[config.mk]
export PLATFORM = sky130hd
export DESIGN_NAME = stopwatch_ctrl
export DESIGN_NICKNAME = d
export VERILOG_FILES = /design/src/rtl/stopwatch_pkg.sv /design/src/rtl/btn_debounce.sv /design/src/rtl/stopwatch_ctrl.sv
export SDC_FILE = /design/constraint.sdc
export NUM_CORES = 1
export LEC_CHECK = 0
export CELL_PAD_IN_SITES_DETAIL_PLACEMENT = 0
export CELL_PAD_IN_SITES_GLOBAL_PLACEMENT = 1
export CORE_MARGIN = 3
export CORE_UTILIZATION = 50
export CTS_CLUSTER_DIAMETER = 80
export DETAILED_ROUTE_END_ITERATION = 16
export GPL_TIMING_DRIVEN = 0
export HOLD_SLACK_MARGIN = 0.08
export PLACE_DENSITY = 0.86
export RECOVER_POWER = 50
export SLEW_MARGIN = 25
export SYNTH_ARGS = -nofsm -noshare
export SYNTH_HDL_FRONTEND = slang
export SYNTH_SLANG_ARGS = --single-unit
[constraint.sdc]
create_clock -name clk_100MHz -period 4.81 [get_ports clk_100MHz]
set_input_delay 0.481 -clock clk_100MHz [delete_from_list [all_inputs] [get_ports clk_100MHz]]
set_output_delay 0.481 -clock clk_100MHz [all_outputs]
set_load 0.05 [all_outputs]
[src/rtl/stopwatch_pkg.sv]
// stopwatch_pkg: shared state encoding and BCD limits for the stopwatch controller.
package stopwatch_pkg;
    localparam logic [1:0] S_IDLE  = 2'b00;
    localparam logic [1:0] S_RUN   = 2'b01;
    localparam logic [1:0] S_PAUSE = 2'b10;
    localparam logic [1:0] S_LAP   = 2'b11;
    localparam logic [3:0] BCD_MAX = 4'd9;

    function automatic logic is_max(input logic [15:0] digits);
        return digits == {4{BCD_MAX}};
    endfunction
endpackage

[src/rtl/btn_debounce.sv]
// btn_debounce: 2-FF synchronizer, stable-level counter and single-cycle press on debounced rise.
module btn_debounce #(
    parameter int DEBOUNCE_CYCLES = 1000000
) (
    input  logic clk_100MHz,
    input  logic reset,
    input  logic btn_raw,
    output logic press
);
    localparam int CW = $clog2(DEBOUNCE_CYCLES + 1);

    logic          sync1_q, sync2_q, level_q, level_d, press_q, press_d;
    logic [CW-1:0] cnt_q, cnt_d;

    // Counter only runs while the synchronized level disagrees with the accepted one,
    // so any bounce back to the accepted level restarts it.
    always_comb begin
        level_d = level_q;
        cnt_d   = '0;
        press_d = 1'b0;
        if (sync2_q != level_q) begin
            if (cnt_q == CW'(DEBOUNCE_CYCLES - 1)) begin
                level_d = sync2_q;
                press_d = sync2_q;
            end else begin
                cnt_d = cnt_q + 1'b1;
            end
        end
    end

    always_ff @(posedge clk_100MHz or negedge reset) begin
        if (!reset) begin
            sync1_q <= 1'b0;
            sync2_q <= 1'b0;
            level_q <= 1'b0;
            press_q <= 1'b0;
            cnt_q   <= '0;
        end else begin
            sync1_q <= btn_raw;
            sync2_q <= sync1_q;
            level_q <= level_d;
            press_q <= press_d;
            cnt_q   <= cnt_d;
        end
    end

    assign press = press_q;
endmodule

[src/rtl/stopwatch_ctrl.sv]
// stopwatch_ctrl: run/pause/lap/clear sequencing of the BCD counter and display digit select.
module stopwatch_ctrl
    import stopwatch_pkg::*;
#(
    parameter int DEBOUNCE_CYCLES = 1000000,
    parameter int STOP_AT_MAX     = 1
) (
    input  logic       clk_100MHz,
    input  logic       reset,
    input  logic       clk_10Hz,
    input  logic       btn_start,
    input  logic       btn_lap,
    input  logic       btn_clear,
    input  logic [3:0] live_ones,
    input  logic [3:0] live_tens,
    input  logic [3:0] live_hundreds,
    input  logic [3:0] live_thousands,
    output logic       count_en,
    output logic       count_clr,
    output logic [3:0] disp_ones,
    output logic [3:0] disp_tens,
    output logic [3:0] disp_hundreds,
    output logic [3:0] disp_thousands,
    output logic       running,
    output logic       lap_active
);
    logic        p_start, p_lap, p_clear;
    logic        start_p, lap_p, clr_p, tick;
    logic        t1_q, t2_q, t3_q;
    logic [1:0]  state_q, state_d;
    logic [15:0] lap_q, lap_d, disp_q, disp_d, live;
    logic        en_q, en_d, clr_q, clr_d, run_q, run_d, lapact_q, lapact_d;

    btn_debounce #(.DEBOUNCE_CYCLES(DEBOUNCE_CYCLES)) u_start (
        .clk_100MHz(clk_100MHz), .reset(reset), .btn_raw(btn_start), .press(p_start));
    btn_debounce #(.DEBOUNCE_CYCLES(DEBOUNCE_CYCLES)) u_lap (
        .clk_100MHz(clk_100MHz), .reset(reset), .btn_raw(btn_lap), .press(p_lap));
    btn_debounce #(.DEBOUNCE_CYCLES(DEBOUNCE_CYCLES)) u_clear (
        .clk_100MHz(clk_100MHz), .reset(reset), .btn_raw(btn_clear), .press(p_clear));

    assign live    = {live_thousands, live_hundreds, live_tens, live_ones};
    assign tick    = t2_q & ~t3_q;
    assign clr_p   = p_clear;
    assign start_p = p_start & ~p_clear;
    assign lap_p   = p_lap & ~p_clear & ~p_start;

    always_comb begin
        state_d = state_q;
        lap_d   = lap_q;
        en_d    = 1'b0;
        clr_d   = 1'b0;
        if (state_q == S_IDLE) begin
            state_d = start_p ? S_RUN : S_IDLE;
        end else if (state_q == S_PAUSE) begin
            state_d = clr_p ? S_IDLE : (start_p ? S_RUN : S_PAUSE);
            clr_d   = clr_p;
        end else if (start_p) begin
            state_d = S_PAUSE;
        end else if (lap_p) begin
            state_d = (state_q == S_RUN) ? S_LAP : S_RUN;
            lap_d   = (state_q == S_RUN) ? live : lap_q;
        end else if (tick) begin
            // Reaching 9999 pauses instead of incrementing when wrap is disabled.
            state_d = (STOP_AT_MAX != 0 && is_max(live)) ? S_PAUSE : state_q;
            en_d    = !(STOP_AT_MAX != 0 && is_max(live));
        end
        disp_d   = (state_d == S_LAP) ? lap_d : live;
        run_d    = state_d[0];
        lapact_d = state_d == S_LAP;
    end

    always_ff @(posedge clk_100MHz or negedge reset) begin
        if (!reset) begin
            t1_q     <= 1'b0;
            t2_q     <= 1'b0;
            t3_q     <= 1'b0;
            state_q  <= S_IDLE;
            lap_q    <= '0;
            disp_q   <= '0;
            en_q     <= 1'b0;
            clr_q    <= 1'b0;
            run_q    <= 1'b0;
            lapact_q <= 1'b0;
        end else begin
            t1_q     <= clk_10Hz;
            t2_q     <= t1_q;
            t3_q     <= t2_q;
            state_q  <= state_d;
            lap_q    <= lap_d;
            disp_q   <= disp_d;
            en_q     <= en_d;
            clr_q    <= clr_d;
            run_q    <= run_d;
            lapact_q <= lapact_d;
        end
    end

    assign count_en   = en_q;
    assign count_clr  = clr_q;
    assign running    = run_q;
    assign lap_active = lapact_q;
    assign {disp_thousands, disp_hundreds, disp_tens, disp_ones} = disp_q;
endmodule

# [Word level (Yosys, flattened, before mapping)]
# Cells that the tools add are included.
[totals] reg_bits=113 latch_bits=0 ramBits=0 mem_bits_ro=0 in_bits=22 out_inout_bits=20 n_memories=0
[classes] n_addsub=3 n_mul=0 div_mod_pow=0 n_lt_le_gt_ge=0 n_eq_ne=10 shift=0 mux=35 bitwise=7 reduce_logical=5
[op_table] cell="two-way mux 20 bit" count=6
[op_table] cell="two-way mux 16 bit" count=6
[op_table] cell="adder 20 x 1 -> 20 bit (second input constant)" count=3
[op_table] cell="equality test 20 bit (second input constant)" count=3
[op_table] cell="two-way mux 2 bit" count=9
[op_table] cell="equality test 16 bit (second input constant)" count=1
[op_table] cell="two-way mux 1 bit" count=14
[op_table] cell="AND reduction 2 bit" count=3
[op_table] cell="AND 1 bit" count=4
[op_table] cell="equality test 2 bit (second input constant)" count=2
[op_table] cell="!= test 1 bit" count=3
[op_table] cell="inverter 1 bit" count=3
[op_table] cell="equality test 2 x 1 -> 1 bit (second input constant)" count=1
[op_table] cell="logical NOT 2 bit" count=1
[op_table] cell="logical NOT 1 bit" count=1

# [Longest topological paths before layout]
[depth] ltp_word=9 ltp_mapped=8 mapped_depth_nobuf=6

# [Hierarchy]
# From an unflattened synthesis, not the netlist that was laid out.
[unflattened] cells_unflattened=422 area_unflattened_um2=5241.3
[by_module_without_submodules] module="btn_debounce" n_inst=3 cells_per_inst=107 area_each_um2=1184.9 seq_area_each_um2=600.6
[by_module_without_submodules] module="stopwatch_ctrl" n_inst=1 cells_per_inst=101 area_each_um2=1686.6 seq_area_each_um2=1001.0

# [Least setup slack after synthesis]
# No wires, ideal clock.
[synth_timing] path_type="register to register" start="register state_q[0]" end="register disp_q[10]" setup_time_ns=0.125 arrival_time_ns=1.902 path_slack_ns=2.783 stages_incl_launch_ff=9 n_path_buf=3 period_less_slack_ns=2.027 cell_sequence="dfrtp_1 > buf_2 > nand2_1 > nand3b_1 > a21oi_1 > o31a_1 > buf_6 > buf_12 > mux2_4"
[synth_between] elab_chain_len=8
[synth_lines] item="start: declaration" line="stopwatch_ctrl.sv:30" source="logic [1:0] state_q, state_d;"
[synth_lines] item="start signal: assignment" line="stopwatch_ctrl.sv:88" source="state_q <= state_d;"
[synth_lines] item="equality test 2 x 1 -> 1 bit / two-way mux 2 bit (equally long branches)" line="stopwatch_ctrl.sv:60, stopwatch_ctrl.sv:64"
[synth_lines] item="two-way mux 2 bit (on tied branches)" line="stopwatch_ctrl.sv:60, stopwatch_ctrl.sv:62"
[synth_lines] item="two-way mux 2 bit" line="stopwatch_ctrl.sv:59" source="end else if (lap_p) begin"
[synth_lines] item="two-way mux 2 bit" line="stopwatch_ctrl.sv:57" source="end else if (start_p) begin"
[synth_lines] item="two-way mux 2 bit" line="stopwatch_ctrl.sv:54" source="end else if (state_q == S_PAUSE) begin"
[synth_lines] item="two-way mux 2 bit *" line="stopwatch_ctrl.sv:52" source="if (state_q == S_IDLE) begin"
[synth_lines] item="equality test 2 bit *"
[synth_lines] item="named net lapact_d" line="stopwatch_ctrl.sv:32" source="logic en_q, en_d, clr_q, clr_d, run_q, run_d, lapact_q, lapact_d;"
[synth_lines] item="two-way mux 16 bit *" line="stopwatch_ctrl.sv:67" source="disp_d = (state_d == S_LAP) ? lap_d : live;"
[synth_lines] item="named net disp_d[10]" line="stopwatch_ctrl.sv:31" source="logic [15:0] lap_q, lap_d, disp_q, disp_d, live;"
[synth_lines] item="end signal: assignment" line="stopwatch_ctrl.sv:90" source="disp_q <= disp_d;"
[synth_lines] item="end: declaration" line="stopwatch_ctrl.sv:31"
# The timed path passes the listed nets; every way through them passes the cells marked *.
# A chain may end at the register's enable or synchronous reset.

==> run metrics <==
Arrival @ worst endpoint between 2 and 3 ns; fmax approximately 0.36 GHz; most frequent cells in the layout dfrtp_1, nor2_1, clkdlybuf4s50_1, xor2_1; Seq cells post-synth approximately 110; Final #Nets slightly below 500; register area 0.00280 mm^2; vias per cell a little over 5; routed wl met3 about 330 um; CTS Buf Count 9; Rel. slew slack -0.608; status finished, violations left; drt first-iter violations 65; Critical Path Fanout Max 67; Fillers around 780; Hold Fails Final Rpt 0; HPWL after DPL between 5 and 6 mm; area grow syn2layout 15.7%; Core Region about 0.0094 mm^2; initial antenna violation count 0; slowest cell on the critical path clkbuf_1; setup tns final 0 ns; Post-CTS Setup Inserts 0; CP max stage delay between 1.5 and 2 ns; max-slew violation count 47; Routed Antenna Nets 0; Clk Latency, worst-skew pair 0.36 ns; syn avg cell area about 12 um^2; Resized cells post-CTS 0; gp weighted congestion between 0.7 and 0.8; RSZ-0062 raised after global routing false; Worst VDD drop approximately 0.18 mV; clk buf depth 2; Worst setup SP type primary input; ys async rst share 1.00; CTS Sinks between 100 and 150; area of the multi-input gates between 0.002 and 0.0025 mm^2; Die Area between 0.01 and 0.015 mm^2; synthesized cell area a little under 0.005 mm^2; vias in the first global route ~3,100; cell area power density between 200 and 300 mW/mm^2; Tot GR Track Use 0.165; crit end category asynchronous set/reset pin; WL met1 a little under 4 mm; Primary FF master, synth dfrtp_1; Via Count just over 3,000; chip width 105 um; TritonCTS clock tree built; largest net degree at the start of global routing about 70; critical path's top delay family buffers and inverters; crit share post-route 0.576; num rows 35; violated checks max-capacitance violations, max-slew violations; non-filler cells, final between 600 and 700; buffers added on ports 41; crit path buf inv count 2; Final Setup Violations 0; H-tree Lvls 3; Hold Crit Class in2async; EDFF count, synth 0; DRT Pass-1 Iters 4; total of max-cap violations 1; Syn. warnings 0; Routed WL slightly above 8 mm; fraction of layout cells with a size suffix above 1 0.135; Final Power between 0.0015 and 0.002 W; Distinct cells, synth 43; Tmin final about 2.8 ns; CP Class in2async; DRC 0; P_leak roughly 2.5 nW; Max Used Layer met4; initial core utilization 0.522; met2 wire length about 3.9 mm; Clock Skew about 0.012 ns; global-route wire length before repair between 10 and 15 mm; # IOs 42; Clock Pin Slew Worst Setup and Hold Paths 0.10 ns; global route overflow 0; syn nets approximately 440; Mapped Cells between 400 and 500; worst slew pin tran 2.41 ns; die span in y about 110 um; post-synthesis sequential area ratio 0.570; WL/cell about 14 um; Util after Layout 0.605; critical path, cell by cell buf_6 > clkbuf_1; Root Driver clkbuf_8; Worst EP required approximately 4.8 ns; commonest non-fill, non-tap cell in the layout dfrtp_1; antenna cells 0; Hold-fix buffers, CTS 0; Post-Place Cells roughly 600
[stage by stage]
| stage | setup slack, ns | area, um^2 | hold WS (ns) |
|---|---|---|---|
| CTS | 2.52 | 5720 | 0.115 |
| global route | 1.46 | 5690 | 0.127 |
| detailed placement | 2.09 | 5520 | 0.335 |
| floorplan | 2.78 | 4920 | 0.185 |
| finish | 2.04 | 5690 | 0.0982 |
| global placement | -0.945 | 5490 | 0.338 |
[worst paths after layout]
check	slack (ns)	depth (start not counted)	start	endpoint
worst max-delay path	2.04	2	reset	u_start.sync1_q$_DFF_PN0_
worst min-delay path	0.1	1	reset	u_lap.cnt_q[11]$_DFF_PN0_
worst max register to register	2.69	7	u_lap.cnt_q[0]$_DFF_PN0_	u_lap.cnt_q[17]$_DFF_PN0_
worst min register to register	0.35	0	u_start.sync1_q$_DFF_PN0_	u_start.sync2_q$_DFF_PN0_
max in group clk_100MHz	2.52	8	live_tens[3]	disp_q[14]$_DFF_PN0_
min in group clk_100MHz	0.35	0	u_start.sync1_q$_DFF_PN0_	u_start.sync2_q$_DFF_PN0_
[synth_stat cells, types with 2 or more instances]
cell type / number / share of area
nand4_1: 10 / 0.013
and4bb_1: 2 / 0.0051
nand2b_1: 4 / 0.0051
inv_1: 4 / 0.0031
nor2_1: 64 / 0.049
nand3_1: 26 / 0.026
nor2b_1: 2 / 0.0025
nand2_1: 19 / 0.015
and3_1: 16 / 0.020
xnor2_1: 23 / 0.041
nor3b_1: 5 / 0.0076
ha_1: 3 / 0.0076
o21ai_0: 2 / 0.0020
clkbuf_1: 3 / 0.0023
nand3b_1: 2 / 0.0031
buf_4: 2 / 0.0031
and2_1: 4 / 0.0051
and4_1: 7 / 0.012
mux2_2: 26 / 0.060
a21oi_1: 4 / 0.0041
mux2_4: 9 / 0.027
dfrtp_1: 112 / 0.57
nor4bb_1: 2 / 0.0041
nor4b_1: 3 / 0.0053
buf_2: 5 / 0.0051
nor3_1: 7 / 0.0071
xor2_1: 34 / 0.061
nor4_1: 2 / 0.0025
[flip-flops by register name (all words and copies together), names as in the netlist, 2 cells and up]
name,flops
u_lap.cnt_q,20
state_q,2
u_clear.cnt_q,20
lap_q,16
u_start.cnt_q,20
disp_q,16
[cells by family (layout without fill, tap and decap cells)]
kind of cell             Yosys count  in the layout  share of synthesized area
XOR/XNOR                          57             57                      0.102
flip-flops                       112            112                      0.570
buffers and inverters             16             74                     0.0198
AND/OR/NAND/NOR                  186            186                      0.205
AO/OA/AOI/OAI                      8              8                    0.00916
adder cells (fa/ha/maj)            3              3                    0.00763
multiplexers                      35             35                     0.0870
[where the power goes]
group / internal, W / switching, W / total (W)
combinational: 0.0000498 / 0.0000719 / 0.000122
sequential: 0.000965 / 0.0000125 / 0.000977
clock: 0.000255 / 0.000301 / 0.000556
total: 0.00127 / 0.000385 / 0.00165
[routing by layer]
| metal | up-vias | global-route usage |
|---|---|---|
| li1 | 1537 | - |
| met3 | 5 | 0.0513 |
| met1 | 1512 | 0.223 |
| met2 | 46 | 0.261 |
| met5 | - | 0 |
| met4 | 0 | 0.0412 |
[final cells by class]
cell class	count	share of cell area
Buffer	12	0.0143
Clock buffer	11	0.0248
Clock inverter	5	0.00989
Inverter	4	0.00264
Multi-Input combinational cell	289	0.355
Sequential cell	112	0.492
Tap cell	129	0.0284
Timing Repair Buffer	42	0.0730
(Power assumes the default switching activity.)
